[src/rtl/irq_pending_ctrl_if.sv]
// Signal bundle between the interrupt front end and its controller (CPU side).
// ack and eoi are single-cycle pulses with no backpressure: a pulse is consumed on the edge it is sampled, legal or not.
interface irq_pending_ctrl_if;
    logic [3:0] irq_in;
    logic       mask_we;
    logic [3:0] mask_wdata;
    logic       ack;
    logic [1:0] ack_id;
    logic       eoi;
    logic [1:0] eoi_id;
    logic [3:0] interrupts;
    logic [3:0] pending;
    logic [3:0] mask;
    logic       in_service;
    logic [1:0] in_service_id;
    logic       spurious;
    logic [1:0] dbg_state;

    modport master (
        output irq_in, mask_we, mask_wdata, ack, ack_id, eoi, eoi_id,
        input  interrupts, pending, mask, in_service, in_service_id, spurious, dbg_state
    );

    modport slave (
        input  irq_in, mask_we, mask_wdata, ack, ack_id, eoi, eoi_id,
        output interrupts, pending, mask, in_service, in_service_id, spurious, dbg_state
    );
endinterface

[src/rtl/irq_pending_ctrl.sv]
// Interrupt front end: synchronizes four IRQ lines, latches rising edges as pending
// bits, masks them and tracks ack/EOI so only one source is in service at a time.
module irq_pending_ctrl #(
    parameter int SYNC_STAGES = 2
) (
    input  logic               i_clk,
    input  logic               i_rst_n,
    irq_pending_ctrl_if.slave  io_irq
);

    typedef enum logic [1:0] {
        ST_IDLE     = 2'd0,
        ST_WAIT_ACK = 2'd1,
        ST_SERVICE  = 2'd2
    } state_t;

    state_t     r_state;
    state_t     w_next_state;
    logic [3:0] r_sync [SYNC_STAGES];
    logic [3:0] r_sync_prev;
    logic [3:0] r_pending;
    logic [3:0] r_mask;
    logic [1:0] r_in_service_id;
    logic       r_spurious;

    logic [3:0] w_edge;
    logic [3:0] w_vis;
    logic [3:0] w_clr;
    logic       w_ack_ok;
    logic       w_eoi_ok;

    assign w_edge   = r_sync[SYNC_STAGES-1] & ~r_sync_prev;
    assign w_vis    = r_pending & ~r_mask;
    assign w_ack_ok = io_irq.ack && (r_state == ST_WAIT_ACK) && w_vis[io_irq.ack_id];
    assign w_eoi_ok = io_irq.eoi && (r_state == ST_SERVICE) && (io_irq.eoi_id == r_in_service_id);
    assign w_clr    = w_ack_ok ? (4'b0001 << io_irq.ack_id) : 4'b0000;

    always_ff @(posedge i_clk) begin
        if (!i_rst_n) begin
            for (int k = 0; k < SYNC_STAGES; k++) r_sync[k] <= '0;
            r_sync_prev <= '0;
        end else begin
            r_sync[0] <= io_irq.irq_in;
            for (int k = 1; k < SYNC_STAGES; k++) r_sync[k] <= r_sync[k-1];
            r_sync_prev <= r_sync[SYNC_STAGES-1];
        end
    end

    // Edge set is ORed in after the clear so a same-cycle edge survives the ack.
    always_ff @(posedge i_clk) begin
        if (!i_rst_n) begin
            r_pending       <= 4'b0000;
            r_mask          <= 4'b1111;
            r_in_service_id <= 2'd0;
            r_spurious      <= 1'b0;
        end else begin
            r_pending <= (r_pending & ~w_clr) | w_edge;
            if (io_irq.mask_we) r_mask <= io_irq.mask_wdata;
            if (w_ack_ok) r_in_service_id <= io_irq.ack_id;
            if ((io_irq.ack && !w_ack_ok) || (io_irq.eoi && !w_eoi_ok)) r_spurious <= 1'b1;
        end
    end

    always_ff @(posedge i_clk) begin
        if (!i_rst_n) r_state <= ST_IDLE;
        else          r_state <= w_next_state;
    end

    always_comb begin
        w_next_state = r_state;
        case (r_state)
            ST_IDLE: begin
                if (w_vis != 4'b0000) w_next_state = ST_WAIT_ACK;
            end
            ST_WAIT_ACK: begin
                if (w_ack_ok)                  w_next_state = ST_SERVICE;
                else if (w_vis == 4'b0000)     w_next_state = ST_IDLE;
            end
            ST_SERVICE: begin
                if (w_eoi_ok) w_next_state = ST_IDLE;
            end
            default: w_next_state = ST_IDLE;
        endcase
    end

    assign io_irq.interrupts    = (r_state == ST_SERVICE) ? 4'b0000 : w_vis;
    assign io_irq.pending       = r_pending;
    assign io_irq.mask          = r_mask;
    assign io_irq.in_service    = (r_state == ST_SERVICE);
    assign io_irq.in_service_id = r_in_service_id;
    assign io_irq.spurious      = r_spurious;
    assign io_irq.dbg_state     = r_state;

endmodule

[src/flat_wrapper.sv]
// flat-port wrapper written by rule: the top's interface ports become plain ports
module irq_pending_ctrl_flat 
#(
    parameter int SYNC_STAGES = 2
)
  (i_clk, i_rst_n, io_irq_irq_in, io_irq_mask_we, io_irq_mask_wdata, io_irq_ack, io_irq_ack_id, io_irq_eoi, io_irq_eoi_id, io_irq_interrupts, io_irq_pending, io_irq_mask, io_irq_in_service, io_irq_in_service_id, io_irq_spurious, io_irq_dbg_state);
  irq_pending_ctrl_if io_irq_i ();
  input  logic i_clk;
  input  logic i_rst_n;
  input wire logic [$bits(io_irq_i.irq_in)-1:0] io_irq_irq_in;
  input wire logic [$bits(io_irq_i.mask_we)-1:0] io_irq_mask_we;
  input wire logic [$bits(io_irq_i.mask_wdata)-1:0] io_irq_mask_wdata;
  input wire logic [$bits(io_irq_i.ack)-1:0] io_irq_ack;
  input wire logic [$bits(io_irq_i.ack_id)-1:0] io_irq_ack_id;
  input wire logic [$bits(io_irq_i.eoi)-1:0] io_irq_eoi;
  input wire logic [$bits(io_irq_i.eoi_id)-1:0] io_irq_eoi_id;
  output wire logic [$bits(io_irq_i.interrupts)-1:0] io_irq_interrupts;
  output wire logic [$bits(io_irq_i.pending)-1:0] io_irq_pending;
  output wire logic [$bits(io_irq_i.mask)-1:0] io_irq_mask;
  output wire logic [$bits(io_irq_i.in_service)-1:0] io_irq_in_service;
  output wire logic [$bits(io_irq_i.in_service_id)-1:0] io_irq_in_service_id;
  output wire logic [$bits(io_irq_i.spurious)-1:0] io_irq_spurious;
  output wire logic [$bits(io_irq_i.dbg_state)-1:0] io_irq_dbg_state;
  assign io_irq_i.irq_in = io_irq_irq_in;
  assign io_irq_i.mask_we = io_irq_mask_we;
  assign io_irq_i.mask_wdata = io_irq_mask_wdata;
  assign io_irq_i.ack = io_irq_ack;
  assign io_irq_i.ack_id = io_irq_ack_id;
  assign io_irq_i.eoi = io_irq_eoi;
  assign io_irq_i.eoi_id = io_irq_eoi_id;
  assign io_irq_interrupts = io_irq_i.interrupts;
  assign io_irq_pending = io_irq_i.pending;
  assign io_irq_mask = io_irq_i.mask;
  assign io_irq_in_service = io_irq_i.in_service;
  assign io_irq_in_service_id = io_irq_i.in_service_id;
  assign io_irq_spurious = io_irq_i.spurious;
  assign io_irq_dbg_state = io_irq_i.dbg_state;
  irq_pending_ctrl #(.SYNC_STAGES(SYNC_STAGES)) u_core (.i_clk(i_clk), .i_rst_n(i_rst_n), .io_irq(io_irq_i));
endmodule
[config.mk]
export PLATFORM = sky130hd
export DESIGN_NAME = irq_pending_ctrl_flat
export DESIGN_NICKNAME = d
export VERILOG_FILES = /design/src/rtl/irq_pending_ctrl_if.sv /design/src/rtl/irq_pending_ctrl.sv /design/src/flat_wrapper.sv
export SDC_FILE = /design/constraint.sdc
export NUM_CORES = 1
export LEC_CHECK = 0
export BUFFER_PORTS_ARGS = -buffer_cell sky130_fd_sc_hd__buf_2
export CORE_UTILIZATION = 43
export DETAILED_ROUTE_END_ITERATION = 10
export GPL_TIMING_DRIVEN = 0
export PLACE_DENSITY = 0.73
export SETUP_SLACK_MARGIN = 0.02
export SLEW_MARGIN = 20
export SYNTH_ARGS = -nofsm -noshare
export SYNTH_HDL_FRONTEND = slang
export SYNTH_SLANG_ARGS = --single-unit
[constraint.sdc]
create_clock -name i_clk -period 1.5 [get_ports i_clk]
set_clock_uncertainty 0.1 [all_clocks]
set_input_delay 0.15 -clock i_clk [delete_from_list [all_inputs] [get_ports i_clk]]
set_output_delay 0.15 -clock i_clk [all_outputs]
set_load 0.01 [all_outputs]
# ---- After elaboration in Yosys (flattened, before gate mapping)
# Memories as Yosys holds them, arrays and structs flattened.
# Cells that the tools add are included.
# W data, S select, Z words.
dict set report word_totals {
  regBits 17
  latchBits 0
  mem_bits_rw 8
  mem_bits_ro 0
  inputBits 17
  output_inout_bits 18
  wordCells 50
  n_memories 1
}
# memory depth width rd rd_clocked_by_memory_dff write_ports line_no
set memory_table {}
lappend memory_table {u_core.r_sync 2 4 2 0 2 irq_pending_ctrl.sv:19} ;# logic [3:0] r_sync [SYNC_STAGES];
dict set report op_classes {
  addsub 0
  n_mul 0
  div 0
  n_lt_le_gt_ge 1
  n_eq_ne 6
  shifts 1
  mux 13
  n_bitwise 9
  n_reduce_logical 13
}
# cell n
set op_table {}
lappend op_table {{$mux W4} 4}
lappend op_table {{$and A4 B4 Y4} 3}
lappend op_table {{$not A4 Y4} 3}
lappend op_table {{$mux W2} 4}
lappend op_table {{$logic_and A1 B1 Y1} 6}
lappend op_table {{$pmux W2 S3} 1}
lappend op_table {{$logic_not A4 Y1} 1}
lappend op_table {{$ne A2 B1 Y1 const B} 2}
lappend op_table {{$or A4 B4 Y4} 1}
lappend op_table {{$reduce_bool A4 Y1} 1}
lappend op_table {{$shl A1 B2 Y4 const A} 1}
lappend op_table {{$lt A2 B3 Y1 const B} 1}
lappend op_table {{$mux W1} 3}
lappend op_table {{$ne A3 B2 Y1 const B} 1}
lappend op_table {{$reduce_and A3 Y1} 1}
lappend op_table {{$bmux W1 S2} 1}
lappend op_table {{$eq A2 B1 Y1 const B} 1}
lappend op_table {{$eq A2 B2 Y1} 1}
lappend op_table {{$eq A2 B2 Y1 const B} 1}
lappend op_table {{$logic_not A1 Y1} 2}
lappend op_table {{$logic_not A2 Y1} 1}
lappend op_table {{$or A1 B1 Y1} 2}
lappend op_table {{$logic_or A1 B1 Y1} 1}

# ---- Depth between registers and ports, before layout
dict set report logic_depth {
  depth_word 9
  ltp_mapped 4
}

# ---- Worst setup path after synthesis
# No wires, ideal clock.
dict set report synth_timing {
  path_kind {reg-to-reg}
  start {register u_core.r_pending[1], in the netlist u_core.io_irq.pending[1]}
  end {register u_core.r_spurious, in the netlist u_core.io_irq.spurious}
  arrival_time_ps 1236
  setup_slack_ps 48
  stages_incl_launch_ff 4
  path_buffers 0
  synth_period_minus_slack_ps 1452
  path_cell_list {dfxtp_1 -> or3b_1 -> a211o_1 -> a31o_1}
}
dict set report synth_between {
  elab_chain_cells 7
}
# element line_no
set synth_lines {}
lappend synth_lines {{start, declared} irq_pending_ctrl.sv:21} ;# logic [3:0] r_pending;
lappend synth_lines {{start signal, assigned} irq_pending_ctrl.sv:57} ;# r_pending <= (r_pending & ~w_clr) | w_edge;
lappend synth_lines {{$and A4 B4 Y4} irq_pending_ctrl.sv:33} ;# assign w_vis = r_pending & ~r_mask;
lappend synth_lines {{$bmux W1 S2} irq_pending_ctrl.sv:34} ;# assign w_ack_ok = io_irq.ack && (r_state == ST_WAIT_ACK) && w_vis[io_irq.ack_id];
lappend synth_lines {{$mux W1 (implied by the code)} irq_pending_ctrl.sv:34}
lappend synth_lines {{$logic_and A1 B1 Y1} irq_pending_ctrl.sv:34}
lappend synth_lines {{$logic_not A1 Y1} irq_pending_ctrl.sv:60} ;# if ((io_irq.ack && !w_ack_ok) || (io_irq.eoi && !w_eoi_ok)) r_spurious <= 1'b1;
lappend synth_lines {{$logic_and A1 B1 Y1} irq_pending_ctrl.sv:60}
lappend synth_lines {{$logic_or A1 B1 Y1} irq_pending_ctrl.sv:60}
lappend synth_lines {{end signal, assigned} irq_pending_ctrl.sv:55} ;# r_spurious <= 1'b0;
lappend synth_lines {{end signal, assigned} irq_pending_ctrl.sv:60}
lappend synth_lines {{end, declared} irq_pending_ctrl.sv:24} ;# logic r_spurious;
# Every way passes these cells. The select of a mux whose other input is x is not followed.
# A chain may end at the register's enable or synchronous reset.

# ---- Worst setup path after layout
dict set report layout_timing {
  start {register u_core.r_mask[1], in the netlist u_core.io_irq.mask[1]}
  end {register u_core.r_spurious, in the netlist u_core.io_irq.spurious}
}
dict set report layout_between {
  elab_chain_cells 8
}
# element line_no
set layout_lines {}
lappend layout_lines {{start, declared} irq_pending_ctrl.sv:22} ;# logic [3:0] r_mask;
lappend layout_lines {{start signal, assigned} irq_pending_ctrl.sv:58} ;# if (io_irq.mask_we) r_mask <= io_irq.mask_wdata;
lappend layout_lines {{$not A4 Y4} irq_pending_ctrl.sv:33}
lappend layout_lines {{$and A4 B4 Y4} irq_pending_ctrl.sv:33}
lappend layout_lines {{$bmux W1 S2} irq_pending_ctrl.sv:34}
lappend layout_lines {{$mux W1 (implied by the code)} irq_pending_ctrl.sv:34}
lappend layout_lines {{$logic_and A1 B1 Y1} irq_pending_ctrl.sv:34}
lappend layout_lines {{$logic_not A1 Y1} irq_pending_ctrl.sv:60}
lappend layout_lines {{$logic_and A1 B1 Y1} irq_pending_ctrl.sv:60}
lappend layout_lines {{$logic_or A1 B1 Y1} irq_pending_ctrl.sv:60}
# Every way passes these cells. The select of a mux whose other input is x is not followed.

==> flow_summary.toml <==
[synth]
synth_top_family_by_area = "simple AND/OR/NAND/NOR gates"
postSynthCellCount = 103
synth.distinct_cells = 28
yosys-mux-area-fraction_pct = 3.98
synth-compound-area-share_pct = 15.4
synth-simple-area-share_pct = 26.1
synthAdderAreaFrac_pct = 0
synth_area_leaders = "dfxtp_1 (50%), and2_1 (8.1%), nand2b_1 (5.0%)"
seq_area_frac_synth_pct = 49.8
ys_seq_elements = 25
synth_top_area_cell = "dfxtp_1"
ys.flop_type = "dfxtp_1"
synth-xor-area-share_pct = 1.74
syn_avg_cell_area_um2 = 9.77
ys_async_sr_fraction_pct = 0
synth_top_area_share_pct = 49.8
syn_nets = 120
syn-cell-area_um2 = 1010
synth_edf_count = 0
yosysWarnings = 0

[die]
dieArea_um2 = 2540
coreArea_um2 = 2210
start_util_pct = 45.5
die_w_um = 50.4
core.rowCount = 17
io_pins = 35
die_h_um = 50.4

[timing]
worst_pin_slew_ps = 413
slew_headroom_pct = 72.5
rsz0062_at_grt = "yes"
fmax_mhz = 686
timing.hold.ws_ps = 28.3
setup_violations = 0
min_period_over_period_pct = 97.2
period_needed_ps = 1460
slew_violations = 0
final_hold_viol_count = 0
tns_ps = 0

[worst_setup_path]
timing.rr.start = "u_core.io_irq.mask[1]"
path_cells = "or3b_1 > a211o_1 > a31o_1"
critical_path.max_stage_delay_ps = 370
crit_path_end_kind = "register"
path_max_fanout = 6
start_kind = "register"
slowest_stage = "dfxtp_2"
r2r_slack_ps = 40
worstSetupPathType = "reg2reg"
reg2regPathDepth = 3
cp.arrival_ps = 1580
cp_data_required_time_ps = 1620
reg2reg_to = "u_core.io_irq.spurious"

[drt]
drt_iter0_drc = 20
wl_per_cell_um = 13.0
drt.antenna.violating_nets = 0
vias = 918
drt_pass1_iterations = 6
drt_wl_total_um = 2270
via_per_inst = 5.25
drc = 0

[grt]
grt_max_degree = 15
track_usage_pct = 18.7
gr-total-overflow = 0
first_global_vias = 830
antenna_found_initial = 0
grt_pass1_wl_um = 3520

[place]
portBuffers = 31
dp_hpwl_um = 1560
gp_congestion = 0.892

[power]
cellLeakagePower_uw = 0.000573
max-vdd-ir-drop_uv = 494
power.density_nw_per_um2 = 862

[worst_hold_path]
hp-start = "i_rst_n"
whs_path_depth = 2
hold_path.class = "in2reg"
whs_endpoint = "u_core.io_irq.mask[3]"

[clocking]
cts_tree = "built"
cts-htree-levels = 1
cts_buffer_depth = 2
numCtsBuffers = 3
cts-root-buf = "clkbuf_4"
clk_latency_ps = 310
path_clk_slew_ps = 130
cts.sinks = 25

[layout]
area_delta_synth_final_pct = 31.8
nFillCells = 219
final-seq-area_um2 = 509
utilization_pct = 60.0
multi_input_area_um2 = 478
finalNetCount = 165
drive_gt1_share_pct = 29.9
diodes = 0

[job]
maxCapViolCount = 0

[status]
status = "finished, final reports clean"
-- state kept, by name, indices dropped and copies added, names as in the netlist --
register                     cells
u_core.io_irq.dbg_state          2
u_core.io_irq.in_service_id      2
u_core.io_irq.mask               4
u_core.io_irq.pending            4
u_core.io_irq.spurious           1
u_core.r_sync                    8
u_core.r_sync_prev               4
-- report_power, final --
part	switching, uW	internal (uW)	total, uW
registers	21.3	693	715
logic	65.1	73.5	139
clock network	190	99.7	290
total	277	867	1140
-- kinds of logic after synthesis --
family          Yosys count
compound gates           22
xor+xnor                  2
buf+inv                   8
flops                    25
mux                       4
simple gates             42
-- synth_stat cells, types with 3 or more instances --
cell / n
nand2b_1: 8
inv_1: 3
o31ai_1: 3
and2_1: 13
a31oi_1: 3
dfxtp_1: 25
a21oi_1: 4
nand3b_1: 5
or3b_1: 3
nor2_1: 4
nand2_1: 4
mux2i_1: 4
clkbuf_1: 5
-- layout make-up --
class | count | share of cell area [%]
Sequential cell | 25 | 38.4
Multi-Input combinational cell | 70 | 36.0
Timing Repair Buffer | 40 | 18.3
Tap cell | 28 | 2.64
Clock buffer | 3 | 1.70
Buffer | 5 | 1.70
Inverter | 3 | 0.849
Clock inverter | 1 | 0.377
-- placed cells by master (no fill, tap or decap), drive strengths merged, types with 2 or more instances in the layout --
| master | instances |
|---|---|
| a211o | 2 |
| and2 | 13 |
| a31oi | 3 |
| o41ai | 2 |
| xor2 | 2 |
| a21oi | 4 |
| clkbuf | 7 |
| nor2 | 4 |
| buf | 33 |
| nand2 | 4 |
| inv | 3 |
| o31ai | 3 |
| mux2i | 4 |
| or3b | 4 |
| o21ai | 2 |
| dfxtp | 25 |
| nand3b | 5 |
| nand2b | 8 |
| dlygate4sd3 | 8 |
-- timing repair --
| item | 4_1_cts | 5_1_grt |
|---|---|---|
| pin swaps | 0 | 2 |
| setup buffers | 0 | 1 |
| endpoints found under the setup margin | 7 | 6 |
| hold endpoints to repair | 8 | 0 |
| hold buffers | 8 | 0 |
| gates resized for setup | 4 | 6 |
-- critical path: cells and delay by family (launching register included) --
kind | cells | cell delay, ps
AO/OA/AOI/OAI | 2 | 550
AND/OR/NAND/NOR | 1 | 350
flip-flops | 1 | 370
-- per-stage QoR --
| stage | area, um^2 | setup slack, ps | instances | power (uW) |
|---|---|---|---|---|
| 6_report | 1330 | 42.3 | 175 | 1140 |
| 3_3_place_gp | 1200 | 27.8 | 162 | 842 |
| 2_1_floorplan | 1010 | 48.2 | 103 | 793 |
| 5_1_grt | 1330 | -7.30 | 175 | 1190 |
| 4_1_cts | 1310 | 22.4 | 174 | 1150 |
| 3_5_place_dp | 1200 | 4.07 | 162 | 847 |
-- metal layers --
metal / vias up / share of wire, % / GRT usage (%)
met5: - / 0 / 0
met1: 432 / 44 / 21.4
li1: 449 / - / -
met2: 31 / 49 / 32.9
met3: 6 / 4.8 / 3.03
met4: 0 / 1.8 / 9.72
-- worst max-delay path by stage --
stage                             startpoint                     end  slack, ps  cells after the start
finish                 u_core.io_irq.mask[1]  u_core.io_irq.spurious         40                      3
global route           u_core.io_irq.mask[1]  u_core.io_irq.spurious         -7                      3
CTS                    u_core.io_irq.mask[1]  u_core.io_irq.spurious         20                      3
detailed placement  u_core.io_irq.pending[1]  u_core.io_irq.spurious          4                      3
global placement    u_core.io_irq.pending[1]  u_core.io_irq.spurious         30                      3
floorplan           u_core.io_irq.pending[1]  u_core.io_irq.spurious         50                      3
(Power assumes the default switching activity.)
